**src/rtl/decode_in_txn_driver.sv**
```systemverilog
// Transaction driver for the LC3 decode-stage input: buffers {instr, npc, gap}
// transactions in a small FIFO and replays them as single-cycle enabled beats.
module decode_in_txn_driver #(
    parameter int unsigned INSTR_W   = 16,
    parameter int unsigned NPC_W     = 16,
    parameter int unsigned DEPTH     = 4,
    parameter int unsigned GAP_W     = 4,
    parameter bit          STICKY_EN = 1'b0
) (
    input  logic                       clock,
    input  logic                       reset,
    input  logic                       txn_valid,
    output logic                       txn_ready,
    input  logic [INSTR_W-1:0]         txn_instr,
    input  logic [NPC_W-1:0]           txn_npc,
    input  logic [GAP_W-1:0]           txn_gap,
    input  logic                       stall,
    output logic                       enable_decode,
    output logic [INSTR_W-1:0]         instr_dout,
    output logic [NPC_W-1:0]           npc_in,
    output logic                       busy,
    output logic [$clog2(DEPTH+1)-1:0] fifo_count,
    output logic [15:0]                beats_sent
);

    localparam int unsigned CntW = $clog2(DEPTH + 1);
    localparam int unsigned PtrW = $clog2(DEPTH);

    typedef enum logic [1:0] {StIdle, StGap, StDrive} state_e;

    state_e               state_q, state_d;
    logic [GAP_W-1:0]     gap_cnt_q, gap_cnt_d;
    logic [INSTR_W-1:0]   pend_instr_q, pend_instr_d;
    logic [NPC_W-1:0]     pend_npc_q, pend_npc_d;
    logic                 enable_q, enable_d;
    logic [INSTR_W-1:0]   instr_q, instr_d;
    logic [NPC_W-1:0]     npc_q, npc_d;
    logic [15:0]          beats_q, beats_d;
    logic [CntW-1:0]      count_q, count_d;
    logic [PtrW-1:0]      wr_ptr_q, wr_ptr_d;
    logic [PtrW-1:0]      rd_ptr_q, rd_ptr_d;

    logic [INSTR_W-1:0]   mem_instr [DEPTH];
    logic [NPC_W-1:0]     mem_npc   [DEPTH];
    logic [GAP_W-1:0]     mem_gap   [DEPTH];

    logic                 push, pop;
    logic                 idle_en;
    logic [INSTR_W-1:0]   head_instr;
    logic [NPC_W-1:0]     head_npc;
    logic [GAP_W-1:0]     head_gap;

    assign txn_ready     = (count_q != CntW'(DEPTH));
    assign busy          = (state_q != StIdle) || (count_q != '0);
    assign enable_decode = enable_q;
    assign instr_dout    = instr_q;
    assign npc_in        = npc_q;
    assign fifo_count    = count_q;
    assign beats_sent    = beats_q;

    assign head_instr = mem_instr[rd_ptr_q];
    assign head_npc   = mem_npc[rd_ptr_q];
    assign head_gap   = mem_gap[rd_ptr_q];

    // Sticky mode keeps whatever enable level the last beat left; it never
    // raises enable on its own, so a freshly reset driver stays quiet.
    assign idle_en = STICKY_EN ? enable_q : 1'b0;

    always_comb begin
        state_d      = state_q;
        gap_cnt_d    = gap_cnt_q;
        pend_instr_d = pend_instr_q;
        pend_npc_d   = pend_npc_q;
        enable_d     = enable_q;
        instr_d      = instr_q;
        npc_d        = npc_q;
        beats_d      = beats_q;
        pop          = 1'b0;

        if (!stall) begin
            unique case (state_q)
                StIdle, StDrive: begin
                    if (count_q != '0) begin
                        pop = 1'b1;
                        if (head_gap == '0) begin
                            instr_d  = head_instr;
                            npc_d    = head_npc;
                            enable_d = 1'b1;
                            beats_d  = beats_q + 16'd1;
                            state_d  = StDrive;
                        end else begin
                            pend_instr_d = head_instr;
                            pend_npc_d   = head_npc;
                            gap_cnt_d    = head_gap;
                            enable_d     = idle_en;
                            state_d      = StGap;
                        end
                    end else begin
                        enable_d = idle_en;
                        state_d  = StIdle;
                    end
                end
                StGap: begin
                    if (gap_cnt_q == GAP_W'(1)) begin
                        instr_d  = pend_instr_q;
                        npc_d    = pend_npc_q;
                        enable_d = 1'b1;
                        beats_d  = beats_q + 16'd1;
                        state_d  = StDrive;
                    end else begin
                        gap_cnt_d = gap_cnt_q - GAP_W'(1);
                    end
                end
                default: state_d = StIdle;
            endcase
        end
    end

    always_comb begin
        push     = txn_valid && txn_ready;
        wr_ptr_d = wr_ptr_q;
        rd_ptr_d = rd_ptr_q;
        count_d  = count_q;
        if (push) begin
            wr_ptr_d = (wr_ptr_q == PtrW'(DEPTH - 1)) ? '0 : wr_ptr_q + PtrW'(1);
        end
        if (pop) begin
            rd_ptr_d = (rd_ptr_q == PtrW'(DEPTH - 1)) ? '0 : rd_ptr_q + PtrW'(1);
        end
        unique case ({push, pop})
            2'b10:   count_d = count_q + CntW'(1);
            2'b01:   count_d = count_q - CntW'(1);
            default: count_d = count_q;
        endcase
    end

    always_ff @(posedge clock) begin
        if (reset) begin
            state_q      <= StIdle;
            gap_cnt_q    <= '0;
            pend_instr_q <= '0;
            pend_npc_q   <= '0;
            enable_q     <= 1'b0;
            instr_q      <= '0;
            npc_q        <= '0;
            beats_q      <= '0;
            count_q      <= '0;
            wr_ptr_q     <= '0;
            rd_ptr_q     <= '0;
        end else begin
            state_q      <= state_d;
            gap_cnt_q    <= gap_cnt_d;
            pend_instr_q <= pend_instr_d;
            pend_npc_q   <= pend_npc_d;
            enable_q     <= enable_d;
            instr_q      <= instr_d;
            npc_q        <= npc_d;
            beats_q      <= beats_d;
            count_q      <= count_d;
            wr_ptr_q     <= wr_ptr_d;
            rd_ptr_q     <= rd_ptr_d;
        end
    end

    // Storage needs no reset; only entries between the pointers are ever read.
    always_ff @(posedge clock) begin
        if (!reset && push) begin
            mem_instr[wr_ptr_q] <= txn_instr;
            mem_npc[wr_ptr_q]   <= txn_npc;
            mem_gap[wr_ptr_q]   <= txn_gap;
        end
    end

endmodule

```
**config.mk**
```make
export PLATFORM = sky130hd
export DESIGN_NAME = decode_in_txn_driver
export DESIGN_NICKNAME = d
export VERILOG_FILES = /design/src/rtl/decode_in_txn_driver.sv
export SDC_FILE = /design/constraint.sdc
export NUM_CORES = 1
export LEC_CHECK = 0
export CORE_AREA = 2 2 129 131
export CTS_CLUSTER_DIAMETER = 100
export DETAILED_ROUTE_END_ITERATION = 8
export DIE_AREA = 0 0 131 133
export PLACE_DENSITY_LB_ADDON = 0.15
export SLEW_MARGIN = 40
export SYNTH_ARGS = -nofsm -noshare
export SYNTH_HDL_FRONTEND = slang
export SYNTH_SLANG_ARGS = --single-unit
```
**constraint.sdc**
```tcl
create_clock -name clock -period 7.7 [get_ports clock]
set_input_delay 1.54 -clock clock [delete_from_list [all_inputs] [get_ports clock]]
set_output_delay 1.54 -clock clock [all_outputs]
set_load 0.005 [all_outputs]
```
==> results.sh, run 1 <==
export IMPL_outcome="finished, final reports clean"
export IMPL_cts_tree="built"
export IMPL_setup_tns_ns=0
export IMPL_synth_most_common_cell="edfxtp_1"
export IMPL_cap_violations=0
export IMPL_reg2reg_depth=9
export IMPL_grt_max_degree=92
export IMPL_clk_latency_ns=0.51
export IMPL_yosysSeqAreaShare_pct=65.0
export IMPL_synth_cell_types=48
export IMPL_r2r_slack_ns=4.32
export IMPL_yosys_top_cells_area="edfxtp_1 (45%), dfxtp_1 (20%), mux4_2 (8.4%)"
export IMPL_hold_buffers=0
export IMPL_cp_slowest_cell="inv_2"
export IMPL_dp_cells=965
export IMPL_layout_drive_gt1_share_pct=13.2
export IMPL_syn_to_final_growth_pct=20.4
export IMPL_rsz0062_at_grt="no"
export IMPL_h_tree_depth=1
export IMPL_hold_path_class="reg -> reg"
export IMPL_hold_viol_final=0
export IMPL_drcViolationCount=0
export IMPL_path_depth=10
export IMPL_skew_ns=0.00729
export IMPL_cp_top_family="buffers and inverters"
export IMPL_ant_nets=0
export IMPL_die_area_um2=17400
export IMPL_synth_nets=748
export IMPL_utilization_pct=71.5
export IMPL_num_rows=47
export IMPL_antenna_cells=0
export IMPL_layout_nets=821
export IMPL_crit_path_cell_trace="clkdlybuf4s50_1, or2_2, or2_2, inv_2, ha_1, inv_1, fa_1, xor2_1, or3_1, a21oi_1"
export IMPL_initial_core_util_pct=59.4
export IMPL_grt_ovfl_total=0
export IMPL_worstSetupPathType="in -> reg"
export IMPL_slew_violations=0
export IMPL_synth_top_cell_area_share_pct=45.0
export IMPL_worst_pin_slew_ns=0.752
export IMPL_max_freq_mhz=218
export IMPL_cts_inserted_buffers=24
export IMPL_wl_per_cell_um=20.8
export IMPL_fill_cells=1053
export IMPL_syn_area_um2=9610
export IMPL_routed_wl_um=21000
export IMPL_post_drt_via_cell_ratio=6.19
export IMPL_die_x_um=131
export IMPL_cp_buffers_inverters=3
export IMPL_critPathMaxFanout=38
export IMPL_pwr_density_cell_nw_per_um2=329
export IMPL_crit_top_cell="or2_2"
export IMPL_cts_sink_count=240
export IMPL_relSlewSlack_pct=49.4
export IMPL_ys_seq_elements=240
export IMPL_critical_path_required_ns=8.14
export IMPL_finalCriticalPeriod_ns=4.59
export IMPL_peakVddDrop_mv=0.229
export IMPL_dp_hpwl_um=12400
export IMPL_vias=6242
export IMPL_gp_congestion=0.805
export IMPL_grt_pass1_vias=6292
export IMPL_slowest_delay_ns=0.62
export IMPL_r2r_start="state_q[0]"
export IMPL_whs_ns=0.474
export IMPL_critPathCapture="fifo_count[2]"
export IMPL_arrival_ns=5.03
export IMPL_grt_first_pass_wirelength_um=33100
export IMPL_yosys_warnings=0
export IMPL_finalSetupViolCount=0
export IMPL_io_pins=94
export IMPL_clk_path_buf_depth=3
export IMPL_startpoint="stall"
export IMPL_syn_avg_cell_area_um2=13.8
export IMPL_synth_main_ff_cell="edfxtp_1"
export IMPL_yosysTopAreaCell="edfxtp_1"
export IMPL_fp_dieH_um=133
export IMPL_synth_edff_count=144
export IMPL_reg2reg_to="fifo_count[2]"
export IMPL_portBuffers=93
export IMPL_grt_usage_pct=24.7
export IMPL_first_pass_iters=5
export IMPL_clk_pin_slew_ns=0.06
export IMPL_async_flop_share_pct=0
export IMPL_period_share_pct=59.6
export IMPL_post_cts_buffers=0
export IMPL_core_um2=16200
export IMPL_ctsResizeCount=0
export IMPL_cellLeakagePower_uw=0.00390
export IMPL_grt_antenna_before_repair=0
export IMPL_clockRootBuffer="clkbuf_16"
export IMPL_layout_cells_non_filler=1009
export IMPL_startpoint_type="input port"
export IMPL_synth_common_cells="edfxtp_1 (144), dfxtp_1 (96), a21oi_1 (79)"
export IMPL_worstSetupEndpointType="flop"
export IMPL_dr_first_iter_drc_count=567
export IMPL_postSynthCellCount=698
==> worst reg2reg max path: cells and delay by family (launching register included) <==
kind                     cells  cell delay [ns]
AO/OA/AOI/OAI                1             0.14
XOR/XNOR                     1             0.16
adder cells (fa/ha/maj)      2             0.70
buffers and inverters        2             0.70
flip-flops                   1             0.40
AND/OR/NAND/NOR              3             1.20
==> state kept, by name, summed over array words and instances (netlist names), 3 cells and up, named ones only <==
signal,flops
fifo_count,3
mem_gap,16
beats_sent,16
mem_instr,64
instr_dout,16
mem_npc,64
npc_in,16
pend_npc_q,16
pend_instr_q,16
gap_cnt_q,4
==> area by class of cell <==
cell class	count	area (µm²)	share of cell area (%)
Clock buffer	33	696	6.02
Inverter	12	45.0	0.390
Sequential cell	240	6250	54.0
Clock inverter	11	150	1.30
Multi-Input combinational cell	391	3150	27.2
Tap cell	220	275	2.38
Timing Repair Buffer	102	1000	8.65
==> worst min-delay path by stage <==
| stage | from | cells after the start | slack (ns) | end |
|---|---|---|---|---|
| floorplan | enable_decode | 2 | 0.45 | enable_decode |
| global placement | rd_ptr_q[1] | 2 | 0.45 | flop |
| detailed placement | pend_instr_q[12] | 2 | 0.47 | pend_instr_q[12] |
| CTS | pend_instr_q[12] | 2 | 0.48 | pend_instr_q[12] |
| global route | pend_instr_q[14] | 2 | 0.50 | pend_instr_q[14] |
| finish | pend_instr_q[13] | 2 | 0.47 | pend_instr_q[13] |
==> cell usage in the layout (no fill, tap or decap), types with 6 or more instances in the layout <==
master / netlist / layout
clkbuf_16: 0 / 25
ha_1: 9 / 9
mux2_1: 8 / 8
clkdlybuf4s50_1: 0 / 92
dfxtp_1: 96 / 94
nand3_1: 41 / 41
a211oi_1: 35 / 34
mux2i_1: 32 / 32
or3_1: 6 / 6
a21oi_1: 79 / 79
o21ai_0: 33 / 33
nand4_1: 6 / 6
edfxtp_1: 144 / 144
mux4_2: 36 / 36
buf_4: 1 / 9
nor2b_1: 10 / 10
nor2_1: 22 / 21
inv_1: 11 / 11
nor4_1: 12 / 12
nand2_1: 15 / 15
==> per-layer routing <==
metal	global-route usage [%]	up-vias	part of all wire [%]	wire length [µm]
li1	-	2850	-	-
met1	33.5	3147	42	8870
met2	40.8	203	50	10500
met3	3.68	42	5.4	1130
met4	8.69	0	2.4	515
met5	0	-	0	0
==> cells by family (layout without fill, tap and decap cells) <==
kind of cell               after synthesis  after routing  synth area share [%]
DFF                                    240            240                  65.0
AOI/OAI and AO/OA                      166            166                  10.2
and+or+nand+nor                        134            134                  7.41
muxes                                   79             79                  13.1
buffers and inverters                   67            158                  2.72
adders and majority gates               10             10                  1.38
xor gates and xnor gates                 2              2                 0.182
==> stage by stage <==
| stage | area (µm²) | power (µW) | setup WS, ns |
|---|---|---|---|
| floorplan | 9610 | 2250 | 3.60 |
| global placement | 10700 | 2550 | 2.78 |
| detailed placement | 10700 | 2600 | 2.63 |
| CTS | 11600 | 3820 | 3.16 |
| global route | 11600 | 3970 | 2.96 |
| finish | 11600 | 3800 | 3.11 |
==> power breakdown <==
part | switching, µW | internal (µW)
logic | 555 | 417
clock network | 461 | 762
registers | 105 | 1500
total | 1120 | 2680
(Power assumes the default switching activity.)
==> run 2, diff against run 1 <==
--- a/config.mk
+++ b/config.mk
@@ -5,10 +5,10 @@
 export SDC_FILE = /design/constraint.sdc
 export NUM_CORES = 1
 export LEC_CHECK = 0
-export CORE_AREA = 2 2 129 131
+export CORE_AREA = 2 2 141 143
 export CTS_CLUSTER_DIAMETER = 100
 export DETAILED_ROUTE_END_ITERATION = 8
-export DIE_AREA = 0 0 131 133
+export DIE_AREA = 0 0 143 145
 export PLACE_DENSITY_LB_ADDON = 0.15
 export SLEW_MARGIN = 40
 export SYNTH_ARGS = -nofsm -noshare
==> constraint.sdc (replaced) <==
create_clock -name clock -period 3.7 [get_ports clock]
set_input_delay 0.74 -clock clock [delete_from_list [all_inputs] [get_ports clock]]
set_output_delay 0.74 -clock clock [all_outputs]
set_load 0.005 [all_outputs]
==> run 2 against run 1 <==
  * Cell count grew 5.8%
  * Sequential power grew 110%
  * Utilization shrank 11 points
  * Total power grew 100%
  * Combinational power grew 120%
  * Count of clock-buffer cells in the layout shrank 3
  * Cell area grew 1.2%
  * Flip-flop and latch count is the same
==> results.sh, run 2 (synthesis results as in run 1) <==
export IMPL_worst_pin_slew_ns=0.832
export IMPL_syn_to_final_growth_pct=21.8
export IMPL_vias=6164
export IMPL_fill_cells=1470
export IMPL_die_area_um2=20700
export IMPL_skew_ns=0.00757
export IMPL_pwr_density_cell_nw_per_um2=663
export IMPL_drcViolationCount=0
export IMPL_grt_antenna_before_repair=0
export IMPL_antenna_cells=0
export IMPL_ant_nets=0
export IMPL_slew_violations=0
export IMPL_dp_hpwl_um=13200
export IMPL_switching_share_pct=30.2
export IMPL_clk_path_buf_depth=3
export IMPL_peakVddDrop_mv=0.378
export IMPL_cap_violations=0
export IMPL_clk_latency_ns=0.51
export IMPL_grt_pass1_vias=6203
export IMPL_cellLeakagePower_uw=0.00394
export IMPL_arrival_ns=2.19
export IMPL_worstSetupPathType="reg -> out"
export IMPL_wl_per_cell_um=19.6
export IMPL_post_drt_via_cell_ratio=5.77
export IMPL_hold_viol_final=0
export IMPL_ctsResizeCount=0
export IMPL_power_net_switching_uw=2340
export IMPL_io_pins=94
export IMPL_finalCriticalPeriod_ns=2.93
export IMPL_rsz0062_at_grt="no"
export IMPL_cts_inserted_buffers=24
export IMPL_final_common_cell="edfxtp_1"
export IMPL_first_pass_iters=7
export IMPL_critical_path_required_ns=2.96
export IMPL_post_cts_buffers=0
export IMPL_hold_buffers=0
export IMPL_clockRootBuffer="clkbuf_16"
export IMPL_cts_tree="built"
export IMPL_outcome="finished, final reports clean"
export IMPL_utilization_pct=60.9
export IMPL_dr_first_iter_drc_count=495
export IMPL_layout_common_cells="edfxtp_1 (144), dfxtp_1 (94), clkdlybuf4s50_1 (92), a21oi_1 (79), nand3_1 (41)"
export IMPL_gp_congestion=0.801
export IMPL_layout_nets=835
export IMPL_grt_usage_pct=20.2
export IMPL_startpoint_type="flop"
export IMPL_setup_tns_ns=0
export IMPL_finalSetupViolCount=0
export IMPL_fp_dieH_um=145
export IMPL_portBuffers=93
export IMPL_core_um2=19200
export IMPL_clk_pin_slew_ns=0.06
export IMPL_p_int_uw=5420
export IMPL_grt_first_pass_wirelength_um=33300
export IMPL_relSlewSlack_pct=44.3
export IMPL_cts_sink_count=240
export IMPL_die_x_um=143
export IMPL_num_rows=51
export IMPL_layout_drive_gt1_share_pct=14.8
export IMPL_comb_power_share_pct=27.0
export IMPL_seqPwrFrac_pct=42.7
export IMPL_initial_core_util_pct=50.0
export IMPL_hold_path_class="reg -> reg"
export IMPL_period_share_pct=79.1
export IMPL_h_tree_depth=1
export IMPL_grt_ovfl_total=0
export IMPL_routed_wl_um=20900
export IMPL_worstSetupEndpointType="output port"
export IMPL_max_freq_mhz=342
export IMPL_grt_max_degree=55
export IMPL_critPathMaxFanout=6
export IMPL_reg_top3="mem_instr: 64 flops, mem_npc: 64 flops"
export IMPL_p_clk_share_pct=30.3
## run 2: worst max-delay path, cell delays in order (launching register included)
cell and delay (ns):
dfxtp_1 0.36, nor4_1 0.70, nand2b_1 0.14, clkdlybuf4s50_1 0.48
## run 2: power groups by stage
stage	sequential [µW]	clock, µW	combinational (µW)
floorplan	3300	0	1400
global placement	3350	0	2030
detailed placement	3370	0	2090
CTS	3310	2400	2090
global route	3350	2510	2270
finish	3310	2350	2090
## run 2: stage by stage
stage	hold slack [ns]	instances	total power (µW)	cell area [µm²]	setup slack, ns
6_report	0.472	1068	7760	11700	0.774
3_3_place_gp	0.455	1023	5380	10900	0.642
3_5_place_dp	0.464	1024	5450	10900	0.582
2_1_floorplan	0.453	698	4690	9610	0.398
4_1_cts	0.473	1068	7810	11700	0.732
5_1_grt	0.494	1068	8130	11700	0.628
## run 2: final cells by class
cell class	instances	area [µm²]	area share, %
flip-flops and latches	240	6250	53.4
repair buffers	116	1150	9.84
well taps	265	332	2.83
multi-input cells	391	3140	26.9
clock inverters	14	96.3	0.823
inverters	12	45.0	0.385
clock buffers	30	686	5.86
## run 2: worst paths after layout
| kind | from | endpoint | slack [ns] | depth (start not counted) |
|---|---|---|---|---|
| worst max register to register | flop | beats_sent[7] | 0.78 | 4 |
| worst min-delay path | enable_decode | enable_decode | 0.47 | 2 |
| worst max-delay path | fifo_count[0] | busy | 0.77 | 3 |
| worst min register to register | enable_decode | enable_decode | 0.47 | 2 |
## run 2: metal layers
layer | vias up | track usage (%) | routed length (µm)
met3 | 24 | 2.74 | 949
met4 | 0 | 4.50 | 235
li1 | 2877 | - | -
met1 | 3078 | 27.4 | 9160
met5 | - | 0 | 0
met2 | 185 | 34.8 | 10600
==> run 3, diff against run 2 <==
--- a/config.mk
+++ b/config.mk
@@ -5,10 +5,10 @@
 export SDC_FILE = /design/constraint.sdc
 export NUM_CORES = 1
 export LEC_CHECK = 0
-export CORE_AREA = 2 2 141 143
+export CORE_AREA = 2 2 133 135
 export CTS_CLUSTER_DIAMETER = 100
 export DETAILED_ROUTE_END_ITERATION = 8
-export DIE_AREA = 0 0 143 145
+export DIE_AREA = 0 0 135 137
 export PLACE_DENSITY_LB_ADDON = 0.15
 export SLEW_MARGIN = 40
 export SYNTH_ARGS = -nofsm -noshare
==> constraint.sdc (replaced) <==
create_clock -name clock -period 2.9 [get_ports clock]
set_input_delay 0.58 -clock clock [delete_from_list [all_inputs] [get_ports clock]]
set_output_delay 0.58 -clock clock [all_outputs]
set_load 0.005 [all_outputs]
==> run 3 against run 2 <==
  * Sequential power increased by 27%
  * Count of clock-buffer cells in the layout is 7 higher
  * Utilization increased by 7.9 points
  * Global-route usage is 2.8 points higher
  * Register-to-register slack got worse by 0.62 ns
  * Critical path type is now reg -> reg
  * Largest cell class unchanged
  * Largest power group unchanged
==> results.sh, run 3 (synthesis results as in run 1) <==
export IMPL_cts_tree="built"
export IMPL_reg2reg_to="beats_sent[9]"
export IMPL_layout_nets=842
export IMPL_fill_cells=1190
export IMPL_first_pass_iters=5
export IMPL_final_common_cell="edfxtp_1"
export IMPL_cap_violations=0
export IMPL_cts_sink_count=240
export IMPL_gp_congestion=0.811
export IMPL_dp_hpwl_um=13200
export IMPL_worstSetupEndpointType="flop"
export IMPL_hold_buffers=0
export IMPL_grt_antenna_before_repair=0
export IMPL_crit_path_cell_trace="ha_1, or4b_2, a211o_2, nor4_1, mux2_1"
export IMPL_h_tree_depth=1
export IMPL_whs_ns=0.474
export IMPL_layout_drive_gt1_share_pct=14.8
export IMPL_portBuffers=93
export IMPL_slew_violations=0
export IMPL_fp_dieH_um=137
export IMPL_wl_per_cell_um=20.5
export IMPL_pwr_density_cell_nw_per_um2=859
export IMPL_fin_ws_ns=0.157
export IMPL_skew_ns=0.0130
export IMPL_worst_pin_slew_ns=0.813
export IMPL_grt_pass1_vias=6147
export IMPL_critical_path_required_ns=3.30
export IMPL_initial_core_util_pct=56.3
export IMPL_reg_top3="mem_instr: 64 flops, mem_npc: 64 flops"
export IMPL_grt_max_degree=106
export IMPL_critPathCapture="beats_sent[9]"
export IMPL_finalSetupViolCount=0
export IMPL_max_freq_mhz=365
export IMPL_r2r_start="gap_cnt_q[0]"
export IMPL_core_um2=17100
export IMPL_io_pins=94
export IMPL_clk_path_buf_depth=3
export IMPL_ant_nets=0
export IMPL_slowest_delay_ns=0.67
export IMPL_dp_slack_ns=-0.0782
export IMPL_grt_first_pass_wirelength_um=32800
export IMPL_post_drt_via_cell_ratio=6.06
export IMPL_layout_common_cells="edfxtp_1 (144), dfxtp_1 (94), clkdlybuf4s50_1 (92), a21oi_1 (79), nand3_1 (41)"
export IMPL_r2r_slack_ns=0.16
export IMPL_clk_pin_slew_ns=0.06
export IMPL_clockRootBuffer="clkbuf_16"
export IMPL_drcViolationCount=0
export IMPL_grt_ovfl_total=0
export IMPL_startpoint_type="flop"
export IMPL_cp_slowest_cell="or4b_2"
export IMPL_syn_to_final_growth_pct=22.2
export IMPL_arrival_ns=3.14
export IMPL_hold_path_class="reg -> reg"
export IMPL_num_rows=48
export IMPL_cts_inserted_buffers=25
export IMPL_reg2reg_depth=5
export IMPL_worstSetupPathType="reg -> reg"
export IMPL_clk_latency_ns=0.51
export IMPL_die_area_um2=18500
export IMPL_dr_first_iter_drc_count=491
export IMPL_period_share_pct=94.6
export IMPL_finalCriticalPeriod_ns=2.74
export IMPL_rsz0062_at_grt="no"
export IMPL_routed_wl_um=21200
export IMPL_die_x_um=135
export IMPL_grt_usage_pct=23.0
export IMPL_critPathMaxFanout=21
export IMPL_antenna_cells=0
export IMPL_peakVddDrop_mv=0.588
export IMPL_cellLeakagePower_uw=0.00398
export IMPL_vias=6271
export IMPL_startpoint="gap_cnt_q[0]"
export IMPL_outcome="finished, final reports clean"
export IMPL_hold_viol_final=0
export IMPL_relSlewSlack_pct=45.8
==> run 3: worst min-delay path by stage <==
stage                           startpoint               end  slack, ns  depth (start not counted)
after global placement         rd_ptr_q[1]              flop       0.45                          2
after detailed placement       rd_ptr_q[1]              flop       0.46                          2
after floorplan              enable_decode     enable_decode       0.45                          2
final                       pend_npc_q[13]    pend_npc_q[13]       0.47                          2
after CTS                 pend_instr_q[13]  pend_instr_q[13]       0.47                          2
after global routing        pend_npc_q[13]    pend_npc_q[13]       0.49                          2
==> run 3: area by class of cell <==
class | instances | area (µm²) | share of cell area, %
Inverter | 12 | 47.5 | 0.405
Clock buffer | 37 | 681 | 5.80
Tap cell | 225 | 282 | 2.40
Sequential cell | 240 | 6250 | 53.2
Clock inverter | 8 | 111 | 0.949
Timing Repair Buffer | 122 | 1220 | 10.4
Multi-Input combinational cell | 391 | 3150 | 26.8
==> run 3: critical path, delay by kind of cell (launching register included) <==
kind                     cells  cell delay (ns)
AND/OR/NAND/NOR              2             1.08
AO/OA/AOI/OAI                1             0.53
flip-flops                   1             0.45
multiplexers                 1             0.36
adder cells (fa/ha/maj)      1             0.21
==> run 3: metrics by stage <==
step           util [%]  instances  TNS, ns  total power, µW  cell area [µm²]
2_1_floorplan         -        698        0             6010             9620
3_3_place_gp       64.2        990  -0.0137             6920            10900
3_5_place_dp       64.2        990  -0.0782             7040            10900
4_1_cts            68.8       1035        0            10100            11700
5_1_grt            68.8       1035        0            10500            11700
6_report           68.8       1035        0            10100            11700
==> run 3: what timing repair did <==
action,4_1_cts,5_1_grt
setup endpoints to repair,0,1
gates resized for setup,0,1
setup buffers,0,0
==> run 3: metal layers <==
layer,vias to the layer above,wire length [µm],global-route usage (%)
met5,-,0,0
met2,250,10300,38.4
met1,3096,9150,31.6
met4,0,535,8.04
met3,45,1200,2.85
li1,2880,-,-
==> run 3: power breakdown <==
group | internal, µW | switching [µW]
registers | 3990 | 237
clock network | 1880 | 1220
logic | 1220 | 1540
total | 7090 | 2990
